<file path="src/rtl/quantizer_iter.sv">
// Iterative fp32 activation quantizer: index = round(act/max * (2^IDX_W-1)) computed with a
// restoring divider, one quotient bit per cycle, behind valid/ready handshakes on both sides.
module quantizer_iter #(
  parameter int IDX_W      = 8,
  parameter int ROUND_MODE = 1
) (
  input  logic             clk,
  input  logic             reset_n,
  input  logic             i_valid,
  output logic             o_in_ready,
  input  logic [31:0]      i_max,
  input  logic [31:0]      i_activation,
  output logic             o_valid,
  input  logic             i_ready,
  output logic [IDX_W-1:0] o_index,
  output logic             o_sat,
  output logic             o_err,
  output logic [1:0]       o_dbg_state
);

  // Handshake: an input is taken on a rising edge where i_valid && o_in_ready; a result is
  // taken on a rising edge where o_valid && i_ready. o_valid and the result hold until taken.

  localparam int NUM_W  = 25 + IDX_W;
  localparam int DW     = NUM_W + IDX_W;
  localparam int LEVELS = (1 << IDX_W) - 1;

  typedef enum logic [1:0] {S_IDLE, S_PREP, S_DIV, S_DONE} state_t;

  state_t             state_q;
  logic [31:0]        act_q, max_q;
  logic [DW-1:0]      rem_q, dsh_q;
  logic [IDX_W:0]     q2_q;
  logic [3:0]         cnt_q;
  logic               err_pend_q, sat_pend_q;
  logic               in_ready_q, valid_q, sat_q, err_q;
  logic [IDX_W-1:0]   index_q;

  logic [7:0]         ea, em;
  logic [23:0]        ma, mm;
  logic               max_bad_d, act_nan_d, act_nonpos_d, act_ge_d, early_d;
  logic [3:0]         sh_d;
  logic [NUM_W-1:0]   num_d;
  logic [DW-1:0]      dsh_init_d;
  logic               bit_d;
  logic [DW-1:0]      rem_sub_d;
  logic [IDX_W+1:0]   rnd_d;
  logic               clip_d;

  always_comb begin
    ea           = act_q[30:23];
    em           = max_q[30:23];
    ma           = {1'b1, act_q[22:0]};
    mm           = {1'b1, max_q[22:0]};
    max_bad_d    = max_q[31] || (em == 8'h00) || (em == 8'hFF);
    act_nan_d    = (ea == 8'hFF) && (act_q[22:0] != 23'd0);
    act_nonpos_d = act_q[31] || (ea == 8'h00);
    // Both operands positive here, so raw bit patterns order like the values (+Inf included).
    act_ge_d     = act_q[30:0] >= max_q[30:0];
    early_d      = (em > ea) && ((em - ea) >= 8'(IDX_W + 2));
    sh_d         = 4'(em - ea);
    num_d        = (NUM_W'(ma) * NUM_W'(LEVELS)) << 1;
    dsh_init_d   = (DW'(mm) << sh_d) << IDX_W;
    bit_d        = rem_q >= dsh_q;
    rem_sub_d    = rem_q - dsh_q;
    if (ROUND_MODE != 0) rnd_d = ({1'b0, q2_q} + (IDX_W+2)'(1)) >> 1;
    else                 rnd_d = {1'b0, q2_q} >> 1;
    clip_d       = rnd_d > (IDX_W+2)'(LEVELS);
  end

  always_ff @(posedge clk or negedge reset_n) begin
    if (!reset_n) begin
      state_q    <= S_IDLE;
      act_q      <= '0;
      max_q      <= '0;
      rem_q      <= '0;
      dsh_q      <= '0;
      q2_q       <= '0;
      cnt_q      <= '0;
      err_pend_q <= 1'b0;
      sat_pend_q <= 1'b0;
      in_ready_q <= 1'b1;
      valid_q    <= 1'b0;
      index_q    <= '0;
      sat_q      <= 1'b0;
      err_q      <= 1'b0;
    end else begin
      case (state_q)
        S_IDLE: begin
          if (i_valid) begin
            act_q      <= i_activation;
            max_q      <= i_max;
            in_ready_q <= 1'b0;
            state_q    <= S_PREP;
          end
        end
        S_PREP: begin
          err_pend_q <= 1'b0;
          sat_pend_q <= 1'b0;
          q2_q       <= '0;
          if (max_bad_d || act_nan_d) begin
            err_pend_q <= 1'b1;
            state_q    <= S_DONE;
          end else if (act_nonpos_d || early_d) begin
            state_q    <= S_DONE;
          end else if (act_ge_d) begin
            sat_pend_q <= 1'b1;
            state_q    <= S_DONE;
          end else begin
            rem_q   <= DW'(num_d);
            dsh_q   <= dsh_init_d;
            cnt_q   <= 4'(IDX_W);
            state_q <= S_DIV;
          end
        end
        S_DIV: begin
          if (bit_d) rem_q <= rem_sub_d;
          q2_q  <= {q2_q[IDX_W-1:0], bit_d};
          dsh_q <= dsh_q >> 1;
          cnt_q <= cnt_q - 4'd1;
          if (cnt_q == 4'd0) state_q <= S_DONE;
        end
        default: begin
          // First DONE cycle forms the result; it is then held until taken.
          if (!valid_q) begin
            valid_q <= 1'b1;
            if (err_pend_q) begin
              index_q <= '0;
              sat_q   <= 1'b0;
              err_q   <= 1'b1;
            end else if (sat_pend_q || clip_d) begin
              index_q <= IDX_W'(LEVELS);
              sat_q   <= 1'b1;
              err_q   <= 1'b0;
            end else begin
              index_q <= rnd_d[IDX_W-1:0];
              sat_q   <= 1'b0;
              err_q   <= 1'b0;
            end
          end else if (i_ready) begin
            valid_q    <= 1'b0;
            in_ready_q <= 1'b1;
            state_q    <= S_IDLE;
          end
        end
      endcase
    end
  end

  assign o_in_ready  = in_ready_q;
  assign o_valid     = valid_q;
  assign o_index     = index_q;
  assign o_sat       = sat_q;
  assign o_err       = err_q;
  assign o_dbg_state = state_q;

endmodule

</file>
<file path="config.mk">
export PLATFORM = sky130hd
export DESIGN_NAME = quantizer_iter
export DESIGN_NICKNAME = d
export VERILOG_FILES = /design/src/rtl/quantizer_iter.sv
export SDC_FILE = /design/constraint.sdc
export NUM_CORES = 1
export LEC_CHECK = 0
export CORE_ASPECT_RATIO = 1.4
export CORE_MARGIN = 3
export CORE_UTILIZATION = 50
export CTS_CLUSTER_DIAMETER = 100
export DETAILED_ROUTE_END_ITERATION = 12
export HOLD_SLACK_MARGIN = 0.03
export PLACE_DENSITY = 0.68
export SLEW_MARGIN = 20
export SYNTH_ARGS = -nofsm -noshare
export SYNTH_HDL_FRONTEND = slang
export SYNTH_SLANG_ARGS = --single-unit
</file>
<file path="constraint.sdc">
create_clock -name clk -period 8.85 [get_ports clk]
set_clock_uncertainty 0.2 [all_clocks]
set_input_delay 0.885 -clock clk [delete_from_list [all_inputs] [get_ports clk]]
set_output_delay 0.885 -clock clk [all_outputs]
set_load 0.005 [all_outputs]
</file>
==> results.toml, run 1 <==
[outcome]
status = "finished, final reports clean"

[setup_path]
arrival_ns = 6.30
worstSetupStartpointType = "flop"
cp-end-kind = "flop"
crit_fanout = 5
crit_required_ns = 8.96
worstSetupPathType = "flop to flop"

[floorplanning]
die-area_mm2 = 0.0355
fp.dieH_um = 222
core-area_mm2 = 0.0326
initial_core_util = 0.510
die_w_um = 160
ioPinCount = 82
num_rows = 78

[timing]
fin_crit_sh = 0.700
finalMaxSlewViolations = 0
fin_crit_ns = 6.19
rsz0062_at_grt = "no"
finalHoldViolCount = 0
tightest_slew_ns = 0.883
slew_headroom = 0.411
fmax_mhz = 161
setup_violations = 0
setup_tns_ns = 0

[logic_synthesis]
netlist_area_mm2 = 0.0166
synthCells = 1864
synth_warnings = 0
synth_nets = 2185
yosys_register_bits = 175
synth-seq-area-share = 0.263
postSynthAreaPerCell_um2 = 8.93
synth_edf_count = 0
synth_cell_types = 76
synth_ff_type = "dfrtp_1"
synthArstFlopShare = 1.00

[cts]
path_clk_slew_ns = 0.08
htreeDepth = 4
root_buffer = "clkbuf_16"
cts_setup_buffers = 0
cts_num_sinks = 175
cts_resized = 0
ctsLongestPathBuffers = 2
cts_buffers = 17
clock_latency_ns = 0.46
cts_hold_buf = 0
cts_tree = "done"

[final_layout]
fin_util = 0.566
antenna_cells = 0
fin_cells = 2354
final_nets = 2222
final_layout_size_suffix_gt1_frac = 0.0799
area_growth_pct = 10.9

[job]
drv_cap = 0

[global_routing]
antenna_found_initial = 0
grt_max_degree = 85
grt_pass1_wl_mm = 70.0
grt_pass1_vias = 13373
grt-ovfl-total = 0
track_usage = 0.245

[drt]
vias = 13313
routed_wirelength_mm = 43.0
routed_via_density = 5.66
ant_nets = 0
detail_route.first_pass.iterations = 5
drtIter0Drc = 826
drc = 0
wl_per_cell_um = 18.3

[placed_design]
place.gp.congestion = 0.903
dp_hpwl_mm = 33.8
dp_cells = 2322
portBuffers = 81

[hold_path]
hold_class = "primary input to asynchronous set/reset pin"
[worst paths after layout]
| check | from | endpoint | slack, ns | depth (start not counted) |
|---|---|---|---|---|
| max reg2reg | act_q[3]$_DFFE_PN0P_ | rem_q[32]$_DFFE_PN0P_ | 2.66 | 17 |
| max | act_q[3]$_DFFE_PN0P_ | rem_q[32]$_DFFE_PN0P_ | 2.66 | 17 |
| min in group clk | o_sat$_DFFE_PN0P_ | o_sat$_DFFE_PN0P_ | 0.29 | 1 |
| min reg2reg | o_sat$_DFFE_PN0P_ | o_sat$_DFFE_PN0P_ | 0.29 | 1 |
| max in group asynchronous | reset_n | max_q[26]$_DFFE_PN0P_ | 6.40 | 3 |
| min | reset_n | dsh_q[4]$_DFFE_PN0P_ | 0.26 | 1 |
[critical path, stage by stage (launching register included)]
cell       delay, ns
dfrtp_1         0.44
inv_1           0.16
fa_1            0.56
inv_1           0.08
fa_1            0.51
fa_1            0.55
inv_1           0.06
fa_1            0.53
inv_1           0.04
ha_1            0.36
a2111oi_1       0.53
a21oi_1         0.19
o2111ai_1       0.26
a21oi_1         0.15
o31ai_1         0.49
a21oi_1         0.19
a2111oi_0       0.58
o32ai_2         0.15
[routing by layer]
| metal | share of wire | wire, µm | GRT usage |
|---|---|---|---|
| met5 | 0 | 0 | 0 |
| met4 | 0.041 | 1750 | 0.103 |
| met3 | 0.029 | 1240 | 0.0284 |
| met2 | 0.50 | 21700 | 0.427 |
| met1 | 0.43 | 18300 | 0.308 |
[registers in the layout, summed over array words and instances (netlist names)]
name,count
o_sat,1
dsh_q,41
o_valid,1
err_pend_q,1
o_dbg_state,2
act_q,32
q2_q,9
o_index,8
o_in_ready,1
rem_q,41
sat_pend_q,1
o_err,1
max_q,32
cnt_q,4
[cells in the final DEF (no fill, tap or decap), types with 13 or more instances in the layout]
master / n
and3_1: 20
o21a_1: 13
nor3_1: 23
nand4_1: 22
clkbuf_16: 17
xnor2_1: 38
buf_4: 13
dfrtp_1: 174
a31oi_1: 19
mux2i_1: 29
nand2b_1: 14
inv_1: 299
nor2_1: 120
nand2_1: 102
nand3_1: 42
mux2_2: 79
nor2b_1: 15
a211oi_1: 24
a21o_1: 41
a21oi_1: 164
fa_1: 109
clkdlybuf4s50_1: 80
o21ai_0: 93
xor2_1: 23
o211ai_1: 16
ha_1: 143
nor4_1: 13
[Yosys cell counts, drive strengths merged, types with 7 or more instances]
master	n	area, µm²
dfrtp	174	4350
a311oi	7	61.3
xor2	24	210
nor3	23	115
o31ai	11	96.3
a31oi	20	131
nand2b	14	87.6
o21ai	97	485
or2	7	43.8
fa	109	2180
ha	144	1800
and3	20	125
nor2b	15	93.8
o211ai	16	120
a2111oi	7	81.3
xnor2	39	342
a221o	7	70.1
o21bai	10	75.1
buf	15	68.8
o21a	13	97.6
o22ai	8	50.1
a21o	41	308
a21oi	165	837
inv	299	1120
nor2	120	450
nor4	13	81.3
nand3	42	210
a211oi	24	180
nand2	104	393
nand4	22	138
mux2i	29	290
clkbuf	61	229
mux2	79	890
a221oi	9	78.8
[cell type report]
class,instances,area (µm²)
Clock buffer,18,439
Tap cell,440,551
Inverter,299,1120
Clock inverter,14,168
Fill cell,3021,14100
Timing Repair Buffer,94,910
Multi-Input combinational cell,1314,10900
Sequential cell,175,4380
[cells by family after synthesis]
logic type | share of synthesized area
buffers and inverters | 0.0853
DFF | 0.263
xor gates and xnor gates | 0.0332
AOI/OAI and AO/OA | 0.186
adders and majority gates | 0.239
and+or+nand+nor | 0.115
muxes | 0.0777
[stage by stage]
stage	hold slack [ns]	setup WS [ns]	cell area [µm²]
after floorplan	0.250	3.26	16600
after global placement	0.262	2.81	17800
after detailed placement	0.273	2.68	17800
after CTS	0.279	2.62	18400
after global routing	0.315	2.12	18500
final	0.256	2.66	18500
Power of run 1 is left out: the tool's default activity adds up to more than one toggle a clock period on the data nets, which glitch-free logic cannot reach.
==> run 2: changes to the inputs <==
Clock period 8.85 ns to 6.04 ns, I/O delays scaled along.
==> run 2 against run 1 <==
Compared with the run above:
- clock-buffer cell count is the same
- critical path depth grew 1
- sequential cell count is the same
- core utilization grew 0.33 points
- cell area grew 0.59%
- global-route usage shrank 0.18 points
- highest routed layer unchanged
==> results.toml, run 2 (synthesized netlist as in run 1, its figures left out) <==
[drt]
vias = 13347
routed_via_density = 5.65
drc = 0
ant_nets = 0
wl_per_cell_um = 18.2
drtIter0Drc = 764
routed_wirelength_mm = 43.1
detail_route.first_pass.iterations = 5

[setup_path]
critPathMaxStageDelay_ns = 0.56
worstPathCellList = "inv_1 -> fa_1 -> inv_1 -> fa_1 -> fa_1 -> inv_1 -> fa_1 -> inv_1 -> ha_1 -> a2111oi_4 -> o21ai_1 -> a31oi_2 -> o21ai_0 -> a311o_1 -> a21oi_1 -> xnor2_1 -> nand2_1 -> a31oi_1"
rr_startpoint = "act_q[3]$_DFFE_PN0P_"
cp-end-kind = "flop"
worstSetupPathType = "flop to flop"
r2r_end = "rem_q[29]$_DFFE_PN0P_"
crit_fanout = 5
cp-endpoint = "rem_q[29]$_DFFE_PN0P_"
crit_start = "act_q[3]$_DFFE_PN0P_"
reg2reg_depth = 18
worstSetupStartpointType = "flop"
arrival_ns = 5.78
crit_required_ns = 6.22
critPathSlowestCell = "fa_1"
r2r_slack_ns = 0.44

[global_routing]
grt-ovfl-total = 0
grt_pass1_vias = 13506
track_usage = 0.243
grt_pass1_wl_mm = 69.8
grt_max_degree = 84
antenna_found_initial = 0

[final_layout]
antenna_cells = 0
final_nets = 2232
fill_cells = 2979
reg.largest.list = "dsh_q x41, rem_q x41"
layout_commonest_cell = "inv_1"
final_layout_size_suffix_gt1_frac = 0.0863
area_growth_pct = 11.6
mostFrequentLayoutCells = "299 x inv_1, 174 x dfrtp_1, 164 x a21oi_1"

[timing]
fmax_mhz = 179
finalHoldViolCount = 0
setup_violations = 0
rsz0062_at_grt = "no"
fin_crit_sh = 0.927
fin_ws_ns = 0.439
fin_crit_ns = 5.60
tightest_slew_ns = 0.914
slew_headroom = 0.386
finalMaxSlewViolations = 0

[cts]
cts_num_sinks = 175
ctsLongestPathBuffers = 2
cts_setup_buffers = 0
htreeDepth = 4
clock_latency_ns = 0.46
root_buffer = "clkbuf_16"
cts_tree = "done"
cts_buffers = 17
path_clk_slew_ns = 0.08

[placed_design]
place.gp.congestion = 0.927
dp_hpwl_mm = 34.3
portBuffers = 81
dp_slack_ns = -0.00508

[floorplanning]
ioPinCount = 82
initial_core_util = 0.510
num_rows = 78
core-area_mm2 = 0.0326
fp.dieH_um = 222
die-area_mm2 = 0.0355
die_w_um = 160

[job]
drv_cap = 0

[hold_path]
hold_class = "flop to flop"

[outcome]
status = "finished, final reports clean"
## run 2: routing by layer
metal | part of all wire | vias up | track usage
met5 | 0 | - | 0
met4 | 0.049 | 0 | 0.117
met3 | 0.031 | 75 | 0.0305
met2 | 0.49 | 262 | 0.415
met1 | 0.43 | 6506 | 0.305
li1 | - | 6504 | -
## run 2: worst max-delay path: cells and delay by family, from the launching register on
kind | cells | cell delay (ns)
flip-flops | 1 | 0.43
adder cells (fa/ha/maj) | 5 | 2.52
AND/OR/NAND/NOR | 1 | 0.07
XOR/XNOR | 1 | 0.13
AO/OA/AOI/OAI | 7 | 1.85
buffers and inverters | 4 | 0.33
## run 2: worst min path at each step
stage	from	to	depth (start not counted)
floorplan	reset_n	act_q[0]$_DFFE_PN0P_	0
global placement	o_sat$_DFFE_PN0P_	o_sat$_DFFE_PN0P_	1
detailed placement	o_sat$_DFFE_PN0P_	o_sat$_DFFE_PN0P_	1
CTS	o_sat$_DFFE_PN0P_	o_sat$_DFFE_PN0P_	1
global route	o_sat$_DFFE_PN0P_	o_sat$_DFFE_PN0P_	1
finish	o_sat$_DFFE_PN0P_	o_sat$_DFFE_PN0P_	1
## run 2: through the flow
step           std cells  hold slack (ns)  utilization   TNS, ns  area, µm²
2_1_floorplan       1864            0.108            -         0      16600
3_3_place_gp        2331            0.261        0.550         0      17900
3_5_place_dp        2331            0.269        0.550  -0.00508      17900
4_1_cts             2364            0.287        0.569         0      18500
5_1_grt             2364            0.310        0.570         0      18600
6_report            2364            0.283        0.570         0      18600
## run 2: layout make-up
type                       count  area (µm²)  area share
multi-input combinational   1314       10900       0.587
clock buffer                  18         439      0.0237
clock inverter                14         171     0.00923
tap                          440         551      0.0296
timing repair buffer         104        1000      0.0538
sequential                   175        4380       0.236
inverter                     299        1120      0.0604
## run 2: what timing repair did
action,in CTS,in global routing
resized for setup,0,7
endpoints found under the setup margin,0,10
hold endpoints to repair,18,0
hold buffers,1,0
Power of run 2 is left out for the same reason.
==> run 3: changes to the inputs <==
Settings changed: CTS_CLUSTER_SIZE from default to 30.
==> results of run 3 <==
No change in the layout: final DEF, timing and power equal those of run 2.
Power of run 3 is left out for the same reason.
